File: src/rtl/deser_pkg.sv
// Shared definitions for the deserializer slice.
//   deser_state_e : FSM states (IDLE waits for a start bit, SHIFT collects bits)
//   deser_cnt_w() : bit-counter width for a given word width
//   CNT_W         : counter width for the default 8-bit word
package deser_pkg;

    typedef enum logic [0:0] {
        IDLE  = 1'b0,
        SHIFT = 1'b1
    } deser_state_e;

    // The counter must be able to hold the value DATA_WIDTH itself.
    function automatic int deser_cnt_w(input int data_width);
        return $clog2(data_width) + 32'sd1;
    endfunction

    localparam int CNT_W = deser_cnt_w(32'sd8);

endpackage

File: src/rtl/sync_fifo.sv
// Synchronous FIFO with a registered head-of-queue output.
//   push/din/full   : write side; a push while full (and not popping) is ignored
//   pop/dout/empty  : read side; dout always shows the head word when !empty
// A push and a pop may both happen in one cycle, including while full.
// dout, empty and full are all flops, so no input reaches an output
// combinationally.
module sync_fifo #(
    parameter int WIDTH = 8,
    parameter int DEPTH = 2
) (
    input  logic             clk,
    input  logic             rst_n,
    input  logic             push,
    input  logic [WIDTH-1:0] din,
    output logic             full,
    input  logic             pop,
    output logic [WIDTH-1:0] dout,
    output logic             empty
);

    localparam int AW = (DEPTH > 1) ? $clog2(DEPTH) : 1;
    localparam int CW = AW + 1;

    logic [WIDTH-1:0] mem_q [DEPTH];
    logic [WIDTH-1:0] mem_d [DEPTH];
    logic [AW-1:0]    wr_ptr_q, wr_ptr_d;
    logic [AW-1:0]    rd_ptr_q, rd_ptr_d;
    logic [CW-1:0]    count_q, count_d;
    logic [WIDTH-1:0] dout_q, dout_d;
    logic             empty_q, empty_d;
    logic             full_q, full_d;
    logic             do_push_s, do_pop_s;

    // Next-state computation: pointers, count, storage and the next head word.
    always_comb begin
        mem_d    = mem_q;
        wr_ptr_d = wr_ptr_q;
        rd_ptr_d = rd_ptr_q;
        count_d  = count_q;

        do_pop_s  = pop && !empty_q;
        // When full, a simultaneous pop frees the slot being written.
        do_push_s = push && (!full_q || do_pop_s);

        if (do_push_s) begin
            mem_d[wr_ptr_q] = din;
            wr_ptr_d        = wr_ptr_q + AW'(1);
        end else begin
            wr_ptr_d = wr_ptr_q;
        end

        if (do_pop_s) begin
            rd_ptr_d = rd_ptr_q + AW'(1);
        end else begin
            rd_ptr_d = rd_ptr_q;
        end

        case ({do_push_s, do_pop_s})
            2'b10:   count_d = count_q + CW'(1);
            2'b01:   count_d = count_q - CW'(1);
            default: count_d = count_q;
        endcase

        empty_d = (count_d == CW'(0));
        full_d  = (count_d == CW'(DEPTH));

        // Register the word that will be at the head after this edge.
        if (count_d != CW'(0)) begin
            dout_d = mem_d[rd_ptr_d];
        end else begin
            dout_d = dout_q;
        end
    end

    // State registers for storage, pointers and registered outputs.
    always_ff @(posedge clk or negedge rst_n) begin
        if (!rst_n) begin
            for (int i = 0; i < DEPTH; i++) begin
                mem_q[i] <= '0;
            end
            wr_ptr_q <= '0;
            rd_ptr_q <= '0;
            count_q  <= '0;
            dout_q   <= '0;
            empty_q  <= 1'b1;
            full_q   <= 1'b0;
        end else begin
            mem_q    <= mem_d;
            wr_ptr_q <= wr_ptr_d;
            rd_ptr_q <= rd_ptr_d;
            count_q  <= count_d;
            dout_q   <= dout_d;
            empty_q  <= empty_d;
            full_q   <= full_d;
        end
    end

    assign dout  = dout_q;
    assign empty = empty_q;
    assign full  = full_q;

endmodule

File: src/rtl/deserializer.sv
// Serial-to-parallel converter: collects DATA_WIDTH enable-qualified bits
// (MSB first, first bit flagged by start) into words, buffers them in a FIFO
// and presents them on a valid/ready interface.
//   clk, rst_n          : clock, asynchronous active-low reset
//   serial_in/enable/start : serial stream input
//   parallel_out/valid/ready : parallel word output handshake
//   overflow, frame_error : sticky status flags, cleared by clear_errors
module deserializer
    import deser_pkg::*;
#(
    parameter int DATA_WIDTH = 8,
    parameter int FIFO_DEPTH = 2
) (
    input  logic                  clk,
    input  logic                  rst_n,
    input  logic                  serial_in,
    input  logic                  enable,
    input  logic                  start,
    output logic [DATA_WIDTH-1:0] parallel_out,
    output logic                  valid,
    input  logic                  ready,
    output logic                  overflow,
    output logic                  frame_error,
    input  logic                  clear_errors
);

    localparam int CW = deser_cnt_w(DATA_WIDTH);

    deser_state_e          state_q, state_d;
    logic [DATA_WIDTH-1:0] shift_q, shift_d;
    logic [CW-1:0]         cnt_q, cnt_d;
    logic                  ovf_q, ovf_d;
    logic                  ferr_q, ferr_d;
    logic                  push_s, ferr_set_s, drop_s;
    logic                  fifo_full_s, fifo_empty_s;
    logic [DATA_WIDTH-1:0] shifted_s;
    logic [DATA_WIDTH-1:0] fifo_dout_s;

    assign shifted_s = {shift_q[DATA_WIDTH-2:0], serial_in};

    // FSM next state, shift register, bit counter and error events.
    always_comb begin
        state_d    = state_q;
        shift_d    = shift_q;
        cnt_d      = cnt_q;
        push_s     = 1'b0;
        ferr_set_s = 1'b0;

        case (state_q)
            IDLE: begin
                if (enable && start) begin
                    shift_d = shifted_s;
                    cnt_d   = CW'(1);
                    state_d = SHIFT;
                end else if (enable) begin
                    // Data bit with no preceding start marker.
                    ferr_set_s = 1'b1;
                end else begin
                    state_d = IDLE;
                end
            end
            SHIFT: begin
                if (enable && start) begin
                    // Premature start: drop the partial word, begin a new one.
                    ferr_set_s = 1'b1;
                    shift_d    = shifted_s;
                    cnt_d      = CW'(1);
                end else if (enable) begin
                    shift_d = shifted_s;
                    if (cnt_q == CW'(DATA_WIDTH - 1)) begin
                        push_s  = 1'b1;
                        cnt_d   = CW'(0);
                        state_d = IDLE;
                    end else begin
                        cnt_d = cnt_q + CW'(1);
                    end
                end else begin
                    state_d = SHIFT;
                end
            end
            default: begin
                state_d = IDLE;
                cnt_d   = CW'(0);
            end
        endcase

        // A word is lost only if the FIFO is full and not draining this cycle.
        drop_s = push_s && fifo_full_s && !(valid && ready);

        // New error events take priority over a clear in the same cycle.
        if (ferr_set_s) begin
            ferr_d = 1'b1;
        end else if (clear_errors) begin
            ferr_d = 1'b0;
        end else begin
            ferr_d = ferr_q;
        end

        if (drop_s) begin
            ovf_d = 1'b1;
        end else if (clear_errors) begin
            ovf_d = 1'b0;
        end else begin
            ovf_d = ovf_q;
        end
    end

    // Control and status registers.
    always_ff @(posedge clk or negedge rst_n) begin
        if (!rst_n) begin
            state_q <= IDLE;
            shift_q <= '0;
            cnt_q   <= '0;
            ovf_q   <= 1'b0;
            ferr_q  <= 1'b0;
        end else begin
            state_q <= state_d;
            shift_q <= shift_d;
            cnt_q   <= cnt_d;
            ovf_q   <= ovf_d;
            ferr_q  <= ferr_d;
        end
    end

    sync_fifo #(
        .WIDTH (DATA_WIDTH),
        .DEPTH (FIFO_DEPTH)
    ) u_fifo (
        .clk   (clk),
        .rst_n (rst_n),
        .push  (push_s),
        .din   (shifted_s),
        .full  (fifo_full_s),
        .pop   (ready),
        .dout  (fifo_dout_s),
        .empty (fifo_empty_s)
    );

    assign parallel_out = fifo_dout_s;
    assign valid        = !fifo_empty_s;
    assign overflow     = ovf_q;
    assign frame_error  = ferr_q;

endmodule
File: config.mk
export PLATFORM = sky130hd
export DESIGN_NAME = deserializer
export DESIGN_NICKNAME = d
export VERILOG_FILES = /design/src/rtl/deser_pkg.sv /design/src/rtl/sync_fifo.sv /design/src/rtl/deserializer.sv
export SDC_FILE = /design/constraint.sdc
export NUM_CORES = 1
export LEC_CHECK = 0
export BUFFER_PORTS_ARGS = -buffer_cell sky130_fd_sc_hd__buf_2
export CORE_AREA = 10 10 96 98
export DETAILED_ROUTE_END_ITERATION = 8
export DIE_AREA = 0 0 106 108
export PLACE_DENSITY = 0.46
export SLEW_MARGIN = 20
export SYNTH_ARGS = -nofsm -noshare
export SYNTH_HDL_FRONTEND = slang
export SYNTH_SLANG_ARGS = --single-unit
File: constraint.sdc
create_clock -name clk -period 4.85 [get_ports clk]
set_input_delay 0.485 -clock clk [delete_from_list [all_inputs] [get_ports clk]]
set_output_delay 0.485 -clock clk [all_outputs]
set_load 0.02 [all_outputs]
## Word-level counts from Yosys, hierarchy flattened

Index checks and enable logic that the tools add are counted.

| word-level totals | value |
|---|---|
| register bits | 44 |
| input port bits | 7 |
| word-level logic and storage cells | 78 |

| operators by class | value |
|---|---|
| add/sub/neg operators | 5 |
| magnitude comparators | 3 |
| equal/unequal tests | 6 |
| multiplexer cells | 33 |
| bitwise logic cells | 3 |
| reductions and logical operators | 15 |

Operator list:

| cell | number |
|---|---|
| $mux W8 | 4 |
| $mux W7 | 3 |
| $bwmux W16 | 1 |
| $mux W16 | 1 |
| $mux W4 | 4 |
| $mux W1 | 14 |
| $pmux W7 S2 | 1 |
| $demux W8 S1 | 1 |
| $pmux W4 S2 | 1 |
| $logic_and A1 B1 Y1 | 6 |
| $reduce_bool A2 Y1 | 3 |
| $add A4 B1 Y4 const B | 1 |
| $eq A2 B2 Y1 const B | 2 |
| $eq A4 B3 Y1 const B | 1 |
| $ge A2 B2 Y1 const B | 2 |
| $not A1 Y2 | 2 |
| $pmux W1 S2 | 2 |
| $pmux W2 S2 | 1 |
| $logic_not A1 Y1 | 3 |
| $ne A3 B2 Y1 const B | 1 |
| $add A1 B1 Y1 const B | 2 |
| $add A2 B1 Y2 const B | 1 |
| $eq A2 B1 Y1 const B | 1 |
| $logic_not A2 Y1 | 1 |
| other kinds (6) | 6 |

## Depth between registers and ports, before layout

Gate-level depths: netlist of run 1.

| depth | value |
|---|---|
| word-level depth | 10 |
| gate-level depth with buffers | 11 |
| mapped depth without buffers | 9 |

## Hierarchy

Synthesis of run 1 repeated with hierarchy kept, for this count alone.

| unflattened totals | value |
|---|---|
| cell total of the unflattened synthesis | 179 |
| area, all modules | 2,140.8 µm² |

Modules (own cells, without submodules):

| module | times used | cells each | area each (µm²) | sequential area each (µm²) |
|---|---|---|---|---|
| sync_fifo | 1 | 125 | 1,468.9 | 752.0 |
| deserializer | 1 | 54 | 671.9 | 350.3 |

## Worst setup path before layout of run 1

OpenSTA, ideal clock, no wires.

| timing | value |
|---|---|
| path kind | input-to-reg |
| from | input start |
| to | register u_fifo.dout_q[0], in the netlist u_fifo.dout[0] |
| library setup time | 133 ps |
| arrival | 2,840 ps |
| data required time | 4,717 ps |
| path slack | 1,877 ps |
| stages on the path | 10 |
| path buffers | 3 |
| cell sequence | buf_6 or3b_4 nor2_2 buf_2 nand2_1 ha_1 xor2_1 and3_1 clkbuf_1 o31ai_1 |

| between the ends | value |
|---|---|
| longest elaborated chain between the ends | 8 |
| elaborated cells on any way between the ends | 12 |

RTL lines:

| item | line | source |
|---|---|---|
| start, declared | deserializer.sv:18 | `input logic start,` |
| $logic_and A1 B1 Y1 (*) | deserializer.sv:63 | `if (enable && start) begin` |
| $mux W1 (*) | deserializer.sv:63 |  |
| $mux W1 (*) | deserializer.sv:49 | `case (state_q)` |
| $logic_and A1 B1 Y1 (*) | sync_fifo.sv:43 | `do_push_s = push && (!full_q \|\| do_pop_s);` |
| $mux W16 | sync_fifo.sv:45 | `if (do_push_s) begin` |
| $mux W8 (implied by the code) (3 in series) | sync_fifo.sv:69 | `dout_d = mem_d[rd_ptr_d];` |
| end signal, assigned | sync_fifo.sv:92 | `dout_q <= dout_d;` |
| end, declared | sync_fifo.sv:29 | `logic [WIDTH-1:0] dout_q, dout_d;` |

Every way passes the cells marked *; elsewhere a longest branch is shown, timed or not. The select of a mux whose other input is x is not followed.
A chain may end at the register's enable or synchronous reset.

## Worst setup path in the final report of run 1

| timing | value |
|---|---|
| from | register u_fifo.empty_q, in the netlist u_fifo.empty |
| to | register u_fifo.dout_q[2], in the netlist u_fifo.dout[2] |

| between the ends | value |
|---|---|
| longest elaborated chain between the ends | 8 |
| elaborated cells on any way between the ends | 14 |

RTL lines:

| item | line | source |
|---|---|---|
| start, declared | sync_fifo.sv:30 | `logic empty_q, empty_d;` |
| start signal, assigned | sync_fifo.sv:93 | `empty_q <= empty_d;` |
| $logic_not A1 Y1 (*) | sync_fifo.sv:41 | `do_pop_s = pop && !empty_q;` |
| $logic_and A1 B1 Y1 (*) | sync_fifo.sv:41 |  |
| $logic_or A1 B1 Y1 | sync_fifo.sv:43 |  |
| $logic_and A1 B1 Y1 | sync_fifo.sv:43 |  |
| $mux W16 | sync_fifo.sv:45 |  |
| $mux W8 (implied by the code) (3 in series) | sync_fifo.sv:69 |  |

Marked as above.

==> metrics.md, run 1 <==
| Metric | Value |
|---|---|
| Status | finished clean |
| Crit Path Max Fanout | 21 |
| Leakage power | 1.05 nW |
| Synth async-reset ratio | 100% |
| Post-synth top cells | dfrtp_1, a21oi_1, a22o_1, a221oi_1, nand2_1 |
| Period minus WS final | 3.06 ns |
| Total power per unit cell area | 637 nW/um2 |
| Fin cells | 309 |
| Post-synthesis mux area share | 3.64% |
| Global route overflow | 0 |
| Worst EP arrival | 3.25 ns |
| Ant. Diodes | 0 |
| CTS tree | yes |
| Placed Instances | 301 |
| Detailed Route Iter0 Violations | 139 |
| Port buffer count | 17 |
| Crit path cell chain | nand2b_1 -> inv_1 -> ha_1 -> or3_1 -> and3_1 -> o31ai_1 |
| #FFs+latches synth | 44 |
| Root buf cell | clkbuf_8 |
| Post-route cell area | 2430 um2 |
| Hold_buf cts | 0 |
| Adder-cell share of the synthesized area | 1.16% |
| Hold Slack | 0.185 ns |
| Post-synthesis simple-gate area fraction | 10.6% |
| Syn Nets | 206 |
| EDFF count, synth | 0 |
| Clock transition at path regs | 0.08 ns |
| Die H | 108 um |
| Synth area leader | dfrtp_1 |
| Worst Clk Skew | 0.00429 ns |
| # resized after CTS | 0 |
| Achievable Freq | 327 MHz |
| H-tree levels | 2 |
| Nets | 215 |
| Post-Syn Instances | 197 |
| Vias/cell | 5.19 |
| DRT antenna net count | 0 |
| Fin Setup TNS | 0 ns |
| Worst path max stage delay | 0.64 ns |
| Slowest CP cell | nand2b_1 |
| Post-DP HPWL | 3.50 mm |
| Final critical-path setup slack | 1.79 ns |
| Synth area leaders | dfrtp_1, a22o_1, a221oi_1, a21oi_1, mux2_2 |
| Hold WC Path Type | in2async |
| Post-synthesis cell area | 2160 um2 |
| Gpl congestion | 0.727 |
| Post-DP Area | 2300 um2 |
| Clk buf depth | 2 |
| Die width | 106 um |
| Vias | 1604 |
| Critical Path End Type | flop |
| Top-count cell post-synth | dfrtp_1 |
| Main synth FF type | dfrtp_1 |
| Worst EP required | 5.04 ns |
| Share of the synthesized area in the top cell type | 49.7% |
| # rows | 32 |
| YS warnings | 0 |
| Post-Synth XOR/XNOR Area | 2.37% |
| Register area share after synthesis | 50.9% |
| Vias in the first global route | 1598 |
| Crit path from | u_fifo.empty |
| Period Utilization, post-route | 63.1% |
| Largest net degree at the start of global routing | 45 |
| Crit Path Class | reg2reg |
| Detailed Routing Iterations Pass 1 | 4 |
| DR DRC count | 0 |
| Clk_lat worst skew | 0.29 ns |
| First-pass GRT wire length | 8.58 mm |
| Worst Max-Slew Pin Slew | 0.821 ns |
| Total GRT Usage | 9.21% |
| Yosys cell types | 37 |
| Share of layout cells above drive strength 1 | 20.8% |
| Crit path launch type | flop |
| Postcts setup bufs | 0 |
| Final setup vio count | 0 |
| Die footprint | 11400 um2 |
| Max-cap check violation count | 0 |
| Synthesized area per cell | 11.0 um2 |
| CTS Buf Count | 5 |
| Max-slew headroom | 45.2% |
| Mean routed wirelength per cell | 16.5 um |
| RSZ-0062 raised after global routing | no |
| # IOs | 18 |
| Largest family of logic cells by synthesized area | compound AO/OA/AOI/OAI gates |
| Max-slew violation count | 0 |
| Initial antenna violation count | 0 |
| Initial Util | 29.1% |
| Count of final hold-check violations | 0 |
| Final Core Density | 32.6% |
| Clk sinks | 44 |
| Tot Pwr | 1.55 mW |
| Synth-to-Final Area Change | 12.3% |
| Worst R2R Start | u_fifo.empty |
| Post-Place Worst Slack | 1.80 ns |
| Compound-Gate Fraction of Synth Area | 25.5% |
| VDD IR max | 187 uV |
| Detailed Route WL | 5.10 mm |
| Core area | 7450 um2 |
==> sequential cells by signal (all words and copies together) (netlist names) <==
| name | flops |
|---|---|
| u_fifo.mem_q | 16 |
| u_fifo.dout | 8 |
| shift_q | 7 |
| cnt_q | 4 |
| u_fifo.count_q | 2 |
| frame_error | 1 |
| overflow | 1 |
| state_q | 1 |
| u_fifo.empty | 1 |
| u_fifo.full | 1 |
| u_fifo.rd_ptr_q | 1 |
| u_fifo.wr_ptr_q | 1 |
==> cells in the final DEF (no fill, tap or decap), types with 2 or more instances in the layout <==
master,n
a221oi_1,12
a22o_1,17
a2111o_1,2
nand2_1,12
o31ai_1,8
dfrtp_1,43
xnor2_1,3
nand4_1,9
buf_2,16
nand2b_1,9
a221oi_2,4
inv_1,8
nand3_1,3
ha_1,2
nor2_1,2
clkbuf_8,7
buf_4,3
a21oi_1,20
o22ai_1,2
mux2_2,7
==> layout make-up <==
cell class / instances / area, um2
clock buffer: 7 / 96.3
clock inverter: 1 / 30.0
fill: 792 / 5020
inverter: 9 / 33.8
multi-input combinational: 127 / 937
sequential: 44 / 1100
tap: 102 / 128
timing repair buffer: 19 / 103
==> worst paths after layout <==
check	endpoint	cells past startpoint	slack (ns)
setup reg to reg	u_fifo.dout[2]	6	1.79
hold reg to reg	overflow	1	0.51
setup / recovery	u_fifo.dout[2]	6	1.79
min in group clk	cnt_q[3]	2	0.49
max in group asynchronous	cnt_q[2]	1	4.27
hold / removal	u_fifo.dout[4]	1	0.19
==> worst max-delay path: cells and delay by family, from the launching register on <==
| family | cells | cell delay, ns |
|---|---|---|
| adder cells (fa/ha/maj) | 1 | 0.39 |
| AND/OR/NAND/NOR | 3 | 1.54 |
| flip-flops | 1 | 0.53 |
| buffers and inverters | 1 | 0.21 |
| AO/OA/AOI/OAI | 1 | 0.30 |
==> where the power goes <==
group / total, mW / internal [mW] / switching (mW)
combinational: 0.619 / 0.262 / 0.357
clock: 0.308 / 0.182 / 0.126
sequential: 0.622 / 0.499 / 0.123
total: 1.55 / 0.943 / 0.606
==> kinds of logic after synthesis <==
logic type | count (synthesis)
AO/OA/AOI/OAI | 71
flip-flops | 44
adder cells (fa/ha/maj) | 2
XOR/XNOR | 5
AND/OR/NAND/NOR | 42
buffers and inverters | 26
multiplexers | 7
==> metal layers <==
| metal | track usage, % | wire length (um) | up-vias |
|---|---|---|---|
| met1 | 13.2 | 2580 | 801 |
| met4 | 3.48 | 68 | 0 |
| li1 | - | - | 763 |
| met3 | 2.14 | 212 | 4 |
| met5 | 0 | 0 | - |
| met2 | 13.1 | 2240 | 36 |
No activity file was read; power rests on OpenSTA's default activity.
==> run 2: changes to the inputs <==
PLACE_DENSITY = 0.48   (was 0.46)
clock period = 2.7 ns   (was 4.85 ns; I/O delays follow)
==> run 2 against run 1 <==
Design area increased by 1.5%. Clock skew increased by 0.011 ns. Hold slack improved by 0.056 ns. Critical endpoint is now u_fifo.dout[1]. Largest power group is now combinational logic. Highest routed layer unchanged.
==> metrics.md, run 2 (synthesis results as in run 1) <==
| Metric | Value |
|---|---|
| Crit path from | cnt_q[0] |
| Flop-to-flop setup slack | 0.22 ns |
| Initial Util | 29.1% |
| Crit Path Class | reg2reg |
| VDD IR max | 237 uV |
| Commonest non-fill, non-tap cell in the layout | dfrtp_1 |
| Flop pwr share | 40.1% |
| H-tree levels | 2 |
| Clock Power Share | 15.8% |
| Clk sinks | 44 |
| Pint | 1.61 mW |
| Clock transition at path regs | 0.10 ns |
| Vias in the first global route | 1509 |
| Hold_sp | serial_in |
| Period minus WS final | 2.48 ns |
| # resized after CTS | 0 |
| RSZ-0062 raised after global routing | no |
| Die footprint | 11400 um2 |
| Worst path max stage delay | 0.41 ns |
| Count of final hold-check violations | 0 |
| Worst Clk Skew | 0.0153 ns |
| Combinational share of power | 44.1% |
| Total power per unit cell area | 1100 nW/um2 |
| Max-cap check violation count | 0 |
| Fin cells | 317 |
| Achievable Freq | 404 MHz |
| Net Switching | 1.11 mW |
| Crit path launch type | flop |
| Gpl congestion | 0.754 |
| Detailed Route Iter0 Violations | 197 |
| Hold Path End | shift_q[0] |
| First-pass GRT wire length | 8.18 mm |
| Crit path buf inv count | 0 |
| CTS tree | yes |
| Worst EP arrival | 2.69 ns |
| Synth-to-Final Area Change | 13.9% |
| Slowest CP cell | dfrtp_1 |
| Hold Crit Depth | 2 |
| Port buffer count | 17 |
| Sw frac | 40.9% |
| Crit path cell chain | ha_1 -> nand3_1 -> nor2_2 -> nand2_1 -> ha_1 -> or3_1 -> and3_1 -> o31ai_1 |
| # IOs | 18 |
| Die width | 106 um |
| Placed Instances | 308 |
| DR DRC count | 0 |
| DRT antenna net count | 0 |
| Crit Path Max Fanout | 9 |
| Critical Path Most Common Cell | ha_1 |
| RR Endpoint | u_fifo.dout[1] |
| Initial antenna violation count | 0 |
| Fin Setup TNS | 0 ns |
| Core area | 7450 um2 |
| Root buf cell | clkbuf_8 |
| Nets | 223 |
| Largest net degree at the start of global routing | 45 |
| Final setup vio count | 0 |
| Clk buf depth | 2 |
| Die H | 108 um |
| Delay-heaviest family, CP | simple AND/OR/NAND/NOR gates |
| Post-DP HPWL | 3.39 mm |
| Top reg by flops | u_fifo.mem_q |
| Leakage power | 1.06 nW |
| Critical Path End Type | flop |
| Worst Max-Slew Pin Slew | 0.620 ns |
| Detailed Routing Iterations Pass 1 | 4 |
| Max reg flops | 16 |
| Reg2Reg Depth | 8 |
| Vias/cell | 5.05 |
| Max-slew headroom | 58.4% |
| Status | finished clean |
| Period Utilization, post-route | 91.7% |
| # rows | 32 |
| Detailed Route WL | 4.88 mm |
| Global route overflow | 0 |
| Max-slew violation count | 0 |
| Tot Pwr | 2.72 mW |
| Worst R2R Start | cnt_q[0] |
| Total GRT Usage | 8.88% |
| CTS Buf Count | 5 |
| Mean routed wirelength per cell | 15.4 um |
| Hold WC Path Type | in2reg |
| Share of layout cells above drive strength 1 | 23.7% |
| Most frequent cells in the layout | dfrtp_1, a21oi_1, a22o_1 |
| Clk_lat worst skew | 0.31 ns |
| Worst EP required | 2.91 ns |
| Vias | 1601 |
| Postcts setup bufs | 0 |
| Ant. Diodes | 0 |
[run 2: timing repair]
item	4_1_cts	5_1_grt
hold endpoints to repair	0	14
hold buffers	0	1
setup endpoints to repair	0	0
[run 2: routing by layer]
| layer | GRT usage [%] | wire, um | vias up |
|---|---|---|---|
| met1 | 12.1 | 2470 | 791 |
| met2 | 13.0 | 2140 | 25 |
| li1 | - | - | 780 |
| met5 | 0 | 0 | - |
| met3 | 2.14 | 166 | 5 |
| met4 | 4.06 | 99 | 0 |
[run 2: power by group through the flow]
stage | combinational [mW] | clock [mW] | sequential, mW
finish | 1.20 | 0.429 | 1.09
global route | 1.34 | 0.471 | 1.13
floorplan | 0.853 | 0 | 1.09
detailed placement | 1.20 | 0 | 1.10
CTS | 1.21 | 0.446 | 1.09
global placement | 1.23 | 0 | 1.10
[run 2: worst max-delay path by stage]
stage                endpoint  slack, ns  depth (start not counted)
5_1_grt        u_fifo.dout[1]       0.05                          8
3_3_place_gp   u_fifo.dout[5]       0.27                          8
2_1_floorplan  u_fifo.dout[0]      0.004                         10
6_report       u_fifo.dout[1]       0.22                          8
3_5_place_dp   u_fifo.dout[1]       0.18                          8
4_1_cts        u_fifo.dout[1]       0.21                          8
[run 2: layout make-up]
class,count,area (um2)
Fill cell,811,4980
Sequential cell,44,1100
Multi-Input combinational cell,127,945
Timing Repair Buffer,27,165
Tap cell,102,128
Clock buffer,5,68.8
Inverter,9,33.8
Clock inverter,3,23.8
[run 2: per-stage QoR]
step	utilization (%)	area (um2)	hold slack [ns]	setup WS [ns]
floorplan	-	2170	-0.0256	0.00370
global placement	31.7	2360	0.488	0.272
detailed placement	31.7	2360	0.491	0.183
CTS	32.9	2450	0.165	0.209
global route	33.1	2470	0.254	0.0523
finish	33.1	2470	0.241	0.224
[run 2: worst reg2reg max path, stage by stage, from the launching register on]
cell	delay (ns)
dfrtp_1	0.41
ha_1	0.22
nand3_1	0.17
nor2_2	0.16
nand2_1	0.09
ha_1	0.33
or3_1	0.39
and3_1	0.30
o31ai_1	0.31
